File: src/rtl/opc_pkg.sv
// Shared types and helpers for the OPC history block: FSM state encoding,
// default PC width and the circular read-address calculation.
package opc_pkg;

  localparam int OPC_PC_W = 14;

  typedef enum logic [1:0] {
    RUN    = 2'd0,
    POST   = 2'd1,
    FROZEN = 2'd2
  } opc_state_e;

  // Slot holding the entry rd_idx captures back from the newest one; depth is a power of two.
  function automatic int unsigned hist_addr(input int unsigned wr_ptr,
                                            input int unsigned rd_idx,
                                            input int unsigned depth);
    return (wr_ptr - 32'd1 - rd_idx) & (depth - 32'd1);
  endfunction

endpackage

File: src/rtl/opc_hist_ram.sv
// DEPTH x PC_W history register file: one write port and one registered,
// maskable read port. Storage is deliberately not reset.
module opc_hist_ram #(
  parameter int PC_W  = 14,
  parameter int DEPTH = 8,
  parameter int PTR_W = $clog2(DEPTH)
) (
  input  logic             clk,
  input  logic             we,
  input  logic [PTR_W-1:0] waddr,
  input  logic [PC_W-1:0]  wdata,
  input  logic [PTR_W-1:0] raddr,
  input  logic             rvalid,
  input  logic             rclr,
  output logic [PC_W-1:0]  rdata
);

  logic [PC_W-1:0] mem [DEPTH];

  // Write port
  always_ff @(posedge clk) begin
    if (we) begin
      mem[waddr] <= wdata;
    end
  end

  // Registered read; the array is sampled before any same-edge write lands
  always_ff @(posedge clk) begin
    if (rclr) begin
      rdata <= {PC_W{1'b0}};
    end else if (rvalid) begin
      rdata <= mem[raddr];
    end else begin
      rdata <= {PC_W{1'b0}};
    end
  end

endmodule

File: src/rtl/opc_history.sv
// Circular history of captured program-counter values with an indexed read
// port and a PC-match trigger that freezes the history after POST_TRIG captures.
module opc_history
  import opc_pkg::*;
#(
  parameter  int PC_W      = OPC_PC_W,
  parameter  int DEPTH     = 8,
  parameter  int POST_TRIG = 2,
  localparam int PTR_W     = $clog2(DEPTH)
) (
  input  logic             clk,
  input  logic             reset,
  input  logic [PC_W-1:0]  pc,
  input  logic             state_fetch,
  input  logic             opcclk,
  input  logic             opcinh,
  input  logic             clear,
  input  logic             trig_en,
  input  logic [PC_W-1:0]  trig_pc,
  input  logic [PTR_W-1:0] rd_idx,
  output logic [PC_W-1:0]  rd_data,
  output logic [PC_W-1:0]  opc,
  output logic [PTR_W:0]   count,
  output logic             frozen,
  output logic             wrapped
);

  localparam logic [PTR_W:0]   FULL     = (PTR_W+1)'(DEPTH);
  localparam logic [PTR_W-1:0] POST_CNT = PTR_W'(POST_TRIG);

  opc_state_e       state;
  logic [PTR_W-1:0] wr_ptr;
  logic [PTR_W-1:0] post_cnt;
  logic [PTR_W-1:0] rd_addr;
  logic             cap;
  logic             flush;
  logic             rd_valid;
  logic             trig_hit;

  assign flush    = reset | clear;
  assign cap      = (state_fetch | opcclk) & ~opcinh & (state != FROZEN);
  assign trig_hit = trig_en & (pc == trig_pc);
  assign rd_valid = ({1'b0, rd_idx} < count);
  assign rd_addr  = PTR_W'(hist_addr(32'(wr_ptr), 32'(rd_idx), 32'(DEPTH)));
  assign frozen   = (state == FROZEN);

  // Pointer, occupancy, OPC register and trigger FSM
  always_ff @(posedge clk) begin
    if (flush) begin
      wr_ptr   <= {PTR_W{1'b0}};
      count    <= {(PTR_W+1){1'b0}};
      wrapped  <= 1'b0;
      post_cnt <= {PTR_W{1'b0}};
      opc      <= {PC_W{1'b0}};
      state    <= RUN;
    end else if (cap) begin
      wr_ptr <= wr_ptr + PTR_W'(1);
      opc    <= pc;
      if (count == FULL) begin
        wrapped <= 1'b1;
      end else begin
        count <= count + (PTR_W+1)'(1);
      end
      case (state)
        RUN: begin
          if (trig_hit) begin
            if (POST_TRIG == 0) begin
              state <= FROZEN;
            end else begin
              state    <= POST;
              post_cnt <= POST_CNT;
            end
          end else begin
            state <= RUN;
          end
        end
        POST: begin
          if (post_cnt == PTR_W'(1)) begin
            state    <= FROZEN;
            post_cnt <= {PTR_W{1'b0}};
          end else begin
            post_cnt <= post_cnt - PTR_W'(1);
          end
        end
        default: begin
          state <= state;
        end
      endcase
    end else begin
      state <= state;
    end
  end

  opc_hist_ram #(
    .PC_W  (PC_W),
    .DEPTH (DEPTH),
    .PTR_W (PTR_W)
  ) u_ram (
    .clk    (clk),
    .we     (cap & ~flush),
    .waddr  (wr_ptr),
    .wdata  (pc),
    .raddr  (rd_addr),
    .rvalid (rd_valid),
    .rclr   (flush),
    .rdata  (rd_data)
  );

endmodule

File: config.mk
export PLATFORM = sky130hd
export DESIGN_NAME = opc_history
export DESIGN_NICKNAME = d
export VERILOG_FILES = /design/src/rtl/opc_pkg.sv /design/src/rtl/opc_hist_ram.sv /design/src/rtl/opc_history.sv
export SDC_FILE = /design/constraint.sdc
export NUM_CORES = 1
export LEC_CHECK = 0
export CAP_MARGIN = 10
export CORE_UTILIZATION = 50
export CTS_CLUSTER_SIZE = 16
export DETAILED_ROUTE_END_ITERATION = 10
export PLACE_DENSITY = 0.79
export SETUP_SLACK_MARGIN = 0.15
export SLEW_MARGIN = 20
export SYNTH_ARGS = -nofsm -noshare
export SYNTH_HDL_FRONTEND = slang
export SYNTH_SLANG_ARGS = --single-unit
export TNS_END_PERCENT = 20
File: constraint.sdc
create_clock -name clk -period 4.1 [get_ports clk]
set_input_delay 0.82 -clock clk [delete_from_list [all_inputs] [get_ports clk]]
set_output_delay 0.82 -clock clk [all_outputs]
set_load 0.02 [all_outputs]
After elaboration in Yosys (flattened, before gate mapping):

Memories as Yosys holds them, arrays and structs flattened. A register that Yosys moved wholly into a read port is not among the register bits.
Index checks and enable logic that the tools add are counted.

* flip-flop bits (word level): 27
* bits in latches: 0
* bits in writable memories: 112
* bits in read-only memories: 0
* input bits: 38
* output and inout bits: 34
* logic and storage cells: 46
* memories kept: 1

* add/subtract/negate cells: 5
* multiply operators: 0
* divide/modulo/power cells: 0
* magnitude comparators: 1
* eq/ne operators: 8
* shift-type cells: 0
* multiplexer cells: 8
* bitwise gates (word level): 10
* reduce and logical (&&, ||, !) cells: 7

Memory list
* u_ram.mem: depth 8, width 14, read ports 1, clocked after memory_dff 1, write ports 1, RTL line opc_hist_ram.sv:18 `logic [PC_W-1:0] mem [DEPTH];`

Operators by type and width (number)
* $eq 14x14->1: 1
* $mux 3: 2
* $ne 2x2->1 const B: 3
* $pmux 3 s2: 1
* $reduce_and 3->1: 2
* $sub 3x1->3 const B: 2
* $add 4x1->4 const B: 1
* $and 1x1->1: 4
* $eq 4x4->1 const B: 1
* $lt 3x4->1: 1
* $not 1->1: 4
* $pmux 2 s2: 1
* $reduce_and 2->1: 2
* $add 3x1->3 const B: 1
* $eq 3x1->1 const B: 1
* $mux 1: 3
* $sub 3x3->3: 1
* $eq 2x1->1 const B: 1
* $eq 2x2->1 const B: 1
* $logic_not 2->1: 1
* $mux 2: 1
* $or 1x1->1: 2
* $reduce_bool 2->1: 1
* $reduce_or 2->1: 1

Depth between registers and ports, before layout:

Gate-level depths: netlist of run 1.

* word-level depth: 6
* mapped depth: 8
* depth with buffers taken out: 7

Hierarchy:

From an unflattened synthesis of run 1, not the netlist that was laid out.

* cells, all modules: 443
* area, all modules: 6257.3 sq um

Modules (own cells, without submodules)
* opc_hist_ram: times used 1, cells each 270, area each 4858.4 sq um, sequential area each 3643.5 sq um
* opc_history: times used 1, cells each 173, area each 1398.8 sq um, sequential area each 540.5 sq um

Least setup slack after synthesis of run 1:

Ideal clock, no wire load.

* path type: input -> register
* start point: input port opcinh
* end point: memory u_ram.mem[0][0] (enable)
* library setup time: 0.403 ns
* data arrival time: 2.653 ns
* data required time: 3.697 ns
* path slack: 1.044 ns
* stages: 4
* path buffers: 0
* cell sequence: o21ba_2 > nand2_1 > or3_1 > nor3_1

* cells in the longest elaborated chain, start to end: 6

Ends and longest elaborated chain
* start, declared: RTL line opc_history.sv:16 `input logic opcinh,`
* $not 1->1: RTL line opc_history.sv:41 `assign cap = (state_fetch | opcclk) & ~opcinh & (state != FROZEN);`
* $and 1x1->1 (2 in series): RTL line opc_history.sv:41
* $and 1x1->1: RTL line opc_history.sv:100 `.we (cap & ~flush),`
* $mux 1: RTL line opc_hist_ram.sv:22 `if (we) begin`
* $mux 1 (not written as such): RTL line opc_hist_ram.sv:23 `mem[waddr] <= wdata;`
* end, declared: RTL line opc_hist_ram.sv:18

Every way passes these cells.

Worst setup path in the final report of run 1:

* start point: input port rd_idx[0]
* end point: register u_ram.rdata[6], read port of u_ram.mem

* cells in the longest elaborated chain, start to end: 3
* elaborated cells between the ends (all ways): 4
* classes of those cells: 1 x add/sub; 1 x order compare; 1 x bitwise; 1 x reduce/logical

Ends and longest elaborated chain
* start, declared: RTL line opc_history.sv:20 `input logic [PTR_W-1:0] rd_idx,`
* $lt 3x4->1: RTL line opc_history.sv:43 `assign rd_valid = ({1'b0, rd_idx} < count);`
* $not 1->1 (no source line)
* $reduce_or 2->1 (no source line)
* end, declared: RTL line opc_hist_ram.sv:15 `output logic [PC_W-1:0] rdata`

Several ways; a longest one is shown, not always the timed one.
A chain may end at the register's enable or synchronous reset.

==> flow_metrics.py, run 1 <==
metrics = {
    "run_status": {
        "status": "complete, no violations",
    },
    "die": {
        "die_h_um": 113,
        "io_pins": 72,
        "core_sq_um": 11700,
        "initial_core_util_pct": 52.4,
        "die_x_um": 113,
        "num_rows": 39,
        "dieArea_sq_um": 12700,
    },
    "global_routing": {
        "antenna_found_initial": 0,
        "grt_pass1_vias": 3746,
        "grt_overflow": 0,
        "grt_max_degree": 42,
        "grt_usage_pct": 22.3,
        "grt_pass1_wl_mm": 20.3,
    },
    "synth": {
        "syn_avg_cell_area_sq_um": 16.1,
        "ys_ff_latch": 153,
        "synth.distinct_cells": 38,
        "syn_nets": 427,
        "synth_top_flop_cell": "edfxtp_1",
        "yosysTopAreaCellShare_pct": 55.1,
        "async_flop_share_pct": 0,
        "synth_seq_area_share_pct": 68.5,
        "syn_inst": 380,
        "yosysWarnings": 0,
        "ys_top_cells_by_area": "edfxtp_1 (55%), dfxtp_1 (13%), mux4_2 (10%)",
        "synth_edf_count": 112,
        "yosysTopAreaCell": "edfxtp_1",
        "synth_area_sq_um": 6110,
    },
    "power_and_ir_drop": {
        "ir_drop_v": 0.000360,
        "power.internal_w": 0.00295,
        "p_sw_share_pct": 20.2,
        "power-per-cell-area_nw_per_um2": 481,
        "clkPwrFrac_pct": 47.5,
        "pwr-share-comb_pct": 7.1,
        "p_sw_w": 0.000748,
        "pwr-share-seq_pct": 45.4,
        "p_leak_nw": 2.58,
    },
    "worst_setup_path": {
        "cp-start-kind": "input port",
        "startpoint": "rd_idx[0]",
        "r2r-start": "wr_ptr[0]",
        "critPathMaxFanout": 14,
        "arrival_ns": 3.25,
        "critPathKind": "in2reg",
        "crit_path_end_kind": "flip-flop",
        "crit_required_ns": 4.42,
    },
    "clock_network": {
        "hold_buffers": 0,
        "cts.sinks": 153,
        "clk_pin_slew_ns": 0.06,
        "clock_path_buffers": 2,
        "cts_buffers": 17,
        "post_cts_resized": 0,
        "clk_latency_ns": 0.41,
        "htree_levels": 4,
        "cts_tree": "done",
        "cts-root-buf": "clkbuf_16",
        "post_cts_buffers": 0,
    },
    "drt": {
        "vias_per_cell": 5.79,
        "wl_per_cell_um": 20.8,
        "drtIter0Drc": 249,
        "drtPass1Iterations": 5,
        "route.detailed.drc": 0,
        "num_vias": 3610,
        "antenna_left": 0,
        "wl_mm": 12.9,
    },
    "sta": {
        "skew_ns": 0.00777,
        "rsz0062_at_grt": "no",
        "finalSetupViolations": 0,
        "timing.fmax_ghz": 0.341,
        "setup-tns-final_ns": 0,
        "slew_headroom_pct": 49.6,
        "fin_ws_ns": 1.17,
        "period_needed_ns": 2.93,
        "finalCritPeriodShare_pct": 71.5,
        "worst_slew_pin_slew_ns": 0.756,
        "hold_viol": 0,
        "maxSlewViolCount": 0,
    },
    "flow_run": {
        "max-cap-violations": 0,
    },
    "layout": {
        "final_common_cell": "edfxtp_1",
        "area_growth_pct": 25.8,
        "fin_area_sq_um": 7680,
        "diodes": 0,
        "fin_util_pct": 65.9,
        "layout-drive-gt1-share_pct": 17.1,
        "mostFrequentLayoutCells": "edfxtp_1 (112), clkdlybuf4s50_1 (71), dfxtp_1 (41)",
        "fill_cells": 771,
        "fin_nets": 514,
        "final_cells": 623,
    },
    "worst_hold_path": {
        "hold_start": "opc[13]",
        "worstHoldPathType": "reg2reg",
    },
    "placement": {
        "post-dp-hpwl_mm": 7.78,
        "place_area_sq_um": 7010,
        "gp_congestion": 0.776,
        "dp.cells": 591,
        "place_ws_ns": 0.763,
        "numPortBuffers": 71,
    },
}
state kept, by name (all words and copies together), names as in the netlist:
signal / flops
u_ram.mem: 112
opc: 14
u_ram.rdata: 14
count: 4
post_cnt: 3
wr_ptr: 3
state: 2
wrapped: 1
worst max-delay path, stage by stage:
cell	delay, ns
clkdlybuf4s50_1	0.48
inv_1	0.05
ha_1	0.21
fa_1	0.38
xor2_1	0.23
xnor2_4	0.63
mux2i_1	0.18
a211oi_1	0.26
cells in the mapped netlist (all sizes together) (5+ instances only):
cell,count
xnor2,18
ha,8
a21oi,19
buf,10
dfxtp,41
mux2i,15
nand2b,5
a211oi,14
nand2,34
nor2,18
nor3,7
clkbuf,9
mux4,28
inv,10
nand3,6
edfxtp,112
final timing paths:
kind | endpoint | slack [ns] | depth (start not counted)
worst max-delay path | u_ram.rdata[6] | 1.17 | 8
worst min-delay path | opc[13] | 0.46 | 2
worst max register to register | u_ram.rdata[6] | 1.68 | 6
worst min register to register | opc[13] | 0.46 | 2
cells by family after synthesis:
kind of cell / share of synthesized area, %
muxes: 12.8
DFF: 68.5
xor gates and xnor gates: 3.18
AOI/OAI and AO/OA: 5.31
buffers and inverters: 2.44
and+or+nand+nor: 5.82
adders and majority gates: 1.97
per-stage QoR:
| step | hold slack, ns | total power, W |
|---|---|---|
| finish | 0.457 | 0.00370 |
| global route | 0.473 | 0.00381 |
| CTS | 0.454 | 0.00373 |
| detailed placement | 0.450 | 0.00198 |
| global placement | 0.442 | 0.00197 |
| floorplan | 0.484 | 0.00187 |
area by class of cell:
class                   instances  area [sq um]  area share (%)
flip-flops and latches        153          4180            54.5
multi-input cells             198          1780            23.2
repair buffers                 87           831            10.8
clock buffers                  18           429            5.59
clock inverters                14           244            3.18
well taps                     143           179            2.33
inverters                      10          37.5           0.489
per-layer routing:
| layer | vias up | global-route usage [%] | part of all wire [%] |
|---|---|---|---|
| li1 | 1626 | - | - |
| met1 | 1803 | 27.1 | 38 |
| met2 | 151 | 36.7 | 52 |
| met3 | 30 | 6.43 | 7.3 |
| met4 | 0 | 11.3 | 2.5 |
| met5 | - | 0 | 0 |
power by group through the flow:
stage / registers, W / logic [W] / clock network, W
after floorplan: 0.00172 / 0.000150 / 0
after global placement: 0.00171 / 0.000256 / 0
after detailed placement: 0.00171 / 0.000263 / 0
after CTS: 0.00168 / 0.000266 / 0.00179
after global routing: 0.00168 / 0.000283 / 0.00185
final: 0.00168 / 0.000262 / 0.00176
Power figures use the tool's default switching activity.
==> run 2, diff against run 1 <==
Settings changed: PLACE_DENSITY 0.79 to 0.81.
Clock period 4.1 ns to 2.6 ns, I/O delays scaled along.
==> run 2 against run 1 <==
  * Global-route usage rose by 2.3 points
  * Die area did not move
  * Via count rose by 5.4%
  * Critical path type is now reg2out
  * Largest cell class unchanged
==> flow_metrics.py, run 2 (synthesis results as in run 1) <==
metrics = {
    "run_status": {
        "status": "complete, no violations",
    },
    "clock_network": {
        "cts_buffers": 17,
        "cts-root-buf": "clkbuf_16",
        "cts.sinks": 153,
        "cts_tree": "done",
        "post_cts_resized": 0,
        "hold_buffers": 0,
        "htree_levels": 4,
        "post_cts_buffers": 0,
        "clock_path_buffers": 2,
        "clk_latency_ns": 0.41,
        "clk_pin_slew_ns": 0.07,
    },
    "worst_setup_path": {
        "crit_required_ns": 2.08,
        "r2r-start": "wr_ptr[0]",
        "critPathMaxFanout": 11,
        "cpPeakStageDelay_ns": 0.63,
        "crit_family": "buffers and inverters",
        "cp-start-kind": "flip-flop",
        "arrival_ns": 1.85,
        "path_buf_inv": 2,
        "regToRegEndpoint": "u_ram.rdata[9]",
        "reg2regPathDepth": 6,
        "crit_slowest_cell": "clkdlybuf4s50_1",
        "worstPathCellList": "nand2b_1 > inv_1 > clkdlybuf4s50_1",
        "reg2reg_slack_ns": 0.42,
        "critPathKind": "reg2out",
        "crit_path_end_kind": "output port",
    },
    "drt": {
        "wl_mm": 14.5,
        "antenna_left": 0,
        "num_vias": 3806,
        "vias_per_cell": 5.95,
        "route.detailed.drc": 0,
        "drtIter0Drc": 269,
        "wl_per_cell_um": 22.7,
        "drtPass1Iterations": 5,
    },
    "global_routing": {
        "antenna_found_initial": 0,
        "grt_pass1_vias": 3855,
        "grt_usage_pct": 24.6,
        "grt_overflow": 0,
        "grt_pass1_wl_mm": 22.0,
        "grt_max_degree": 42,
    },
    "sta": {
        "rsz0062_at_grt": "no",
        "timing.fmax_ghz": 0.422,
        "period_needed_ns": 2.37,
        "slew_headroom_pct": 52.1,
        "finalSetupViolations": 0,
        "setup-tns-final_ns": 0,
        "skew_ns": 0.0122,
        "maxSlewViolCount": 0,
        "finalCritPeriodShare_pct": 91.2,
        "hold_viol": 0,
        "worst_slew_pin_slew_ns": 0.719,
    },
    "power_and_ir_drop": {
        "pwr-share-seq_pct": 47.5,
        "ir_drop_v": 0.000482,
        "power-per-cell-area_nw_per_um2": 716,
        "p_sw_share_pct": 21.5,
        "p_leak_nw": 2.65,
        "clkPwrFrac_pct": 44.3,
        "power.internal_w": 0.00438,
        "pwr-share-comb_pct": 8.2,
        "p_sw_w": 0.00120,
    },
    "layout": {
        "largest_register": "u_ram.mem",
        "final_common_cell": "edfxtp_1",
        "reg.largest.list": "u_ram.mem x112, opc x14, u_ram.rdata x14",
        "layout-drive-gt1-share_pct": 19.9,
        "area_growth_pct": 27.5,
        "largest_reg_flops": 112,
        "final_cells": 640,
        "diodes": 0,
        "fin_nets": 531,
        "mostFrequentLayoutCells": "edfxtp_1 (112), clkdlybuf4s50_1 (71), dfxtp_1 (41)",
    },
    "flow_run": {
        "max-cap-violations": 0,
    },
    "placement": {
        "gp_congestion": 0.811,
        "post-dp-hpwl_mm": 9.06,
        "numPortBuffers": 71,
        "dp.cells": 608,
    },
    "die": {
        "core_sq_um": 11700,
        "num_rows": 39,
        "initial_core_util_pct": 52.4,
        "die_x_um": 113,
        "io_pins": 72,
        "die_h_um": 113,
        "dieArea_sq_um": 12700,
    },
    "worst_hold_path": {
        "worstHoldPathType": "reg2reg",
        "hold_depth": 2,
        "min_to": "opc[6]",
        "hold_start": "opc[6]",
    },
}
run 2: cell count changes in the layout (fill, tap and decap cells not counted), moves of 2 or more:
cell / delta
buf_12: +3
bufinv_16: -4
inv_6: +2
buf_4: +14
run 2: power groups by stage:
| stage | sequential (W) | combinational [W] | clock (W) |
|---|---|---|---|
| finish | 0.00265 | 0.000457 | 0.00247 |
| global route | 0.00265 | 0.000486 | 0.00260 |
| CTS | 0.00265 | 0.000458 | 0.00249 |
| detailed placement | 0.00270 | 0.000452 | 0 |
| global placement | 0.00270 | 0.000439 | 0 |
| floorplan | 0.00272 | 0.000237 | 0 |
run 2: worst max path at each step:
stage / start / end / slack, ns / depth (start not counted)
2_1_floorplan: opcinh / u_ram.mem[2][0] / 0.01 / 5
3_3_place_gp: rd_idx[0] / u_ram.rdata[6] / -0.13 / 9
3_5_place_dp: rd_idx[0] / u_ram.rdata[7] / -0.22 / 9
4_1_cts: rd_idx[0] / u_ram.rdata[10] / 0.18 / 9
5_1_grt: rd_idx[0] / u_ram.rdata[10] / 0.16 / 9
6_report: state[0] / frozen / 0.23 / 3
run 2: through the flow:
stage	total power, W	utilization [%]	instance area [sq um]	hold WS [ns]	setup slack (ns)
global placement	0.00314	61.5	7180	0.451	-0.129
floorplan	0.00295	-	6110	0.484	0.0104
finish	0.00558	66.8	7790	0.460	0.230
detailed placement	0.00315	61.5	7180	0.450	-0.221
global route	0.00574	66.8	7790	0.475	0.157
CTS	0.00560	66.7	7780	0.459	0.179
run 2: area by class of cell:
type / instances / area (sq um)
well taps: 143 / 179
clock buffers: 20 / 468
inverters: 10 / 37.5
multi-input cells: 198 / 1790
fillers: 770 / 3880
repair buffers: 104 / 996
clock inverters: 12 / 135
flip-flops and latches: 153 / 4180
run 2: worst min-delay path, delay by kind of cell, from the launching register on:
family,cells,cell delay (ns)
AOI/OAI and AO/OA,1,0.05
and+or+nand+nor,1,0.05
DFF,1,0.31
run 2: routing by layer:
layer	vias up	GRT usage [%]	routed length (um)
met3	36	7.02	1230
met5	-	0	0
li1	1664	-	-
met1	1895	29.7	5510
met4	0	11.1	422
met2	211	41.2	7340
==> run 3, diff against run 2 <==
Settings changed: SYNTH_HIERARCHICAL from default to 1.
==> run 3 against run 2 <==
  * Sequential share of layout area is 2.0 points lower
  * Via count is 4.4% higher
  * Count of clock-buffer cells in the layout is 3 lower
==> flow_metrics.py, run 3 <==
metrics = {
    "layout": {
        "fin_util_pct": 66.8,
        "reg.largest.list": "u_ram/mem x112, opc x14, u_ram/rdata x14",
        "fin_nets": 603,
        "final_common_cell": "edfxtp_1",
        "multi_input_area_sq_um": 1930,
        "largest_reg_flops": 112,
        "mostFrequentLayoutCells": "edfxtp_1 (112), clkdlybuf4s50_1 (71), nand2_1 (42)",
        "largest_register": "u_ram/mem",
        "seqCellArea_sq_um": 4180,
        "layout-drive-gt1-share_pct": 20.8,
        "area_growth_pct": 29.2,
        "fill_cells": 869,
        "fin_area_sq_um": 8090,
        "diodes": 0,
    },
    "worst_setup_path": {
        "cp-start-kind": "input port",
        "arrival_ns": 2.67,
        "critPathMaxFanout": 7,
        "crit_required_ns": 2.89,
        "reg2reg_slack_ns": 0.45,
        "reg2regPathDepth": 8,
        "crit_path_end_kind": "flip-flop",
        "critPathKind": "in2reg",
        "regToRegEndpoint": "u_ram/rdata[11]",
        "r2r-start": "wr_ptr[1]",
    },
    "synth": {
        "ys_top_cells_by_count": "edfxtp_1 (112), nand2_1 (42), dfxtp_1 (41)",
        "synth_edf_count": 112,
        "ys_ff_latch": 153,
        "synth.distinct_cells": 42,
        "yosysTopAreaCell": "edfxtp_1",
        "async_flop_share_pct": 0,
        "syn_inst": 443,
        "synth.most_common_cell": "edfxtp_1",
        "yosysWarnings": 6,
        "syn_nets": 490,
        "yosysTopAreaCellShare_pct": 53.7,
        "synth_area_sq_um": 6260,
        "synth_top_flop_cell": "edfxtp_1",
        "synth_seq_area_share_pct": 66.9,
        "syn_avg_cell_area_sq_um": 14.1,
        "ys_top_cells_by_area": "edfxtp_1 (54%), dfxtp_1 (13%), mux2_1 (4.5%)",
    },
    "clock_network": {
        "cts-root-buf": "clkbuf_16",
        "htree_levels": 4,
        "clk_latency_ns": 0.41,
        "post_cts_buffers": 0,
        "cts_buffers": 17,
        "cts_tree": "done",
        "clock_path_buffers": 2,
        "clk_pin_slew_ns": 0.06,
        "cts.sinks": 153,
    },
    "run_status": {
        "status": "complete, no violations",
    },
    "drt": {
        "drtPass1Iterations": 5,
        "vias_per_cell": 5.40,
        "route.detailed.drc": 0,
        "drtIter0Drc": 203,
        "num_vias": 3973,
        "wl_mm": 14.2,
        "wl_per_cell_um": 19.3,
        "antenna_left": 0,
    },
    "worst_hold_path": {
        "hold_start": "opc[5]",
        "worstHoldPathType": "reg2reg",
        "min_to": "opc[5]",
        "hold_depth": 2,
    },
    "global_routing": {
        "grt_max_degree": 36,
        "grt_pass1_wl_mm": 22.0,
        "grt_usage_pct": 23.5,
        "grt_pass1_vias": 4127,
        "grt_overflow": 0,
        "antenna_found_initial": 0,
    },
    "sta": {
        "rsz0062_at_grt": "yes",
        "finalSetupViolations": 0,
        "worst_slew_pin_slew_ns": 0.434,
        "period_needed_ns": 2.38,
        "skew_ns": 0.00613,
        "timing.fmax_ghz": 0.420,
        "maxSlewViolCount": 0,
        "slew_headroom_pct": 70.8,
        "hold_viol": 0,
        "finalCritPeriodShare_pct": 91.5,
    },
    "power_and_ir_drop": {
        "p_leak_nw": 2.79,
        "pwr-share-comb_pct": 8.6,
        "power.internal_w": 0.00438,
        "ir_drop_v": 0.000393,
        "power-per-cell-area_nw_per_um2": 696,
        "p_sw_w": 0.00125,
        "clkPwrFrac_pct": 44.3,
        "pwr-share-seq_pct": 47.1,
        "p_sw_share_pct": 22.2,
    },
    "placement": {
        "place_area_sq_um": 7440,
        "post-dp-hpwl_mm": 8.86,
        "gp_congestion": 0.805,
        "numPortBuffers": 71,
    },
    "die": {
        "io_pins": 72,
        "num_rows": 40,
        "die_x_um": 114,
        "dieArea_sq_um": 13000,
        "die_h_um": 114,
        "core_sq_um": 12100,
        "initial_core_util_pct": 51.7,
    },
    "flow_run": {
        "max-cap-violations": 0,
    },
}
==> run 3: cell count changes in the layout (fill, tap and decap cells not counted), moves of 13 or more <==
cell,delta
mux4_2,-28
mux2_1,+25
xor2_1,+15
nor2b_1,+14
o21ai_0,+14
mux2i_1,-13
xnor2_1,-13
==> run 3: power by group through the flow <==
stage / clock network [W] / logic (W) / registers [W]
after floorplan: 0 / 0.000241 / 0.00272
after global placement: 0 / 0.000455 / 0.00270
after detailed placement: 0 / 0.000469 / 0.00270
after CTS: 0.00251 / 0.000476 / 0.00265
after global routing: 0.00261 / 0.000519 / 0.00265
final: 0.00249 / 0.000485 / 0.00265
==> run 3: what timing repair did <==
action,in CTS,in global routing
hold buffers,0,0
resized for setup,1,9
pin swaps,0,3
gates cloned,0,0
endpoints found under the setup margin,14,14
==> run 3: cells by family after synthesis <==
logic type	Yosys count	synth area share, %
compound gates	69	7.26
xor+xnor	20	2.80
fa+ha+maj	9	1.92
buf+inv	31	3.22
flops	153	66.9
mux	45	8.54
simple gates	116	9.40
==> run 3: how the worst max path moves through the flow <==
| stage | slack [ns] | start | end | cells after the start |
|---|---|---|---|---|
| 2_1_floorplan | 0.13 | clear | u_ram/mem[1][0] | 6 |
| 3_3_place_gp | -0.37 | rd_idx[1] | u_ram/rdata[12] | 9 |
| 3_5_place_dp | -0.42 | rd_idx[1] | u_ram/rdata[11] | 9 |
| 4_1_cts | 0.17 | rd_idx[0] | u_ram/rdata[3] | 11 |
| 5_1_grt | 0.09 | rd_idx[0] | u_ram/rdata[10] | 12 |
| 6_report | 0.22 | rd_idx[0] | u_ram/rdata[11] | 11 |
==> run 3: stage by stage <==
step	TNS [ns]	setup slack, ns	cells	total power, W	hold slack [ns]
finish	0	0.221	736	0.00563	0.459
global route	0	0.0889	736	0.00578	0.483
CTS	0	0.170	736	0.00563	0.464
detailed placement	-5.32	-0.420	705	0.00317	0.453
global placement	-4.69	-0.370	705	0.00315	0.444
floorplan	0	0.127	443	0.00296	0.459
==> run 3: layout make-up <==
class / count / area share [%]
Sequential cell: 153 / 51.7
Multi-Input combinational cell: 259 / 23.8
Timing Repair Buffer: 113 / 13.8
Clock buffer: 17 / 5.26
Tap cell: 168 / 2.60
Clock inverter: 14 / 2.17
Inverter: 12 / 0.557
==> run 3: critical path, cell delays in order <==
cell	delay, ns
clkdlybuf4s50_1	0.44
inv_1	0.09
ha_2	0.17
inv_1	0.05
fa_2	0.33
xnor2_1	0.19
xnor2_1	0.11
or2_1	0.23
buf_4	0.18
a211oi_1	0.26
nor3_1	0.10
==> run 3: metal layers <==
layer | vias to the layer above | part of all wire [%] | global-route usage [%]
met4 | 0 | 1.3 | 6.41
met3 | 17 | 6.7 | 5.58
met1 | 1957 | 42 | 29.5
met5 | - | 0 | 0
li1 | 1839 | - | -
met2 | 160 | 50 | 40.9
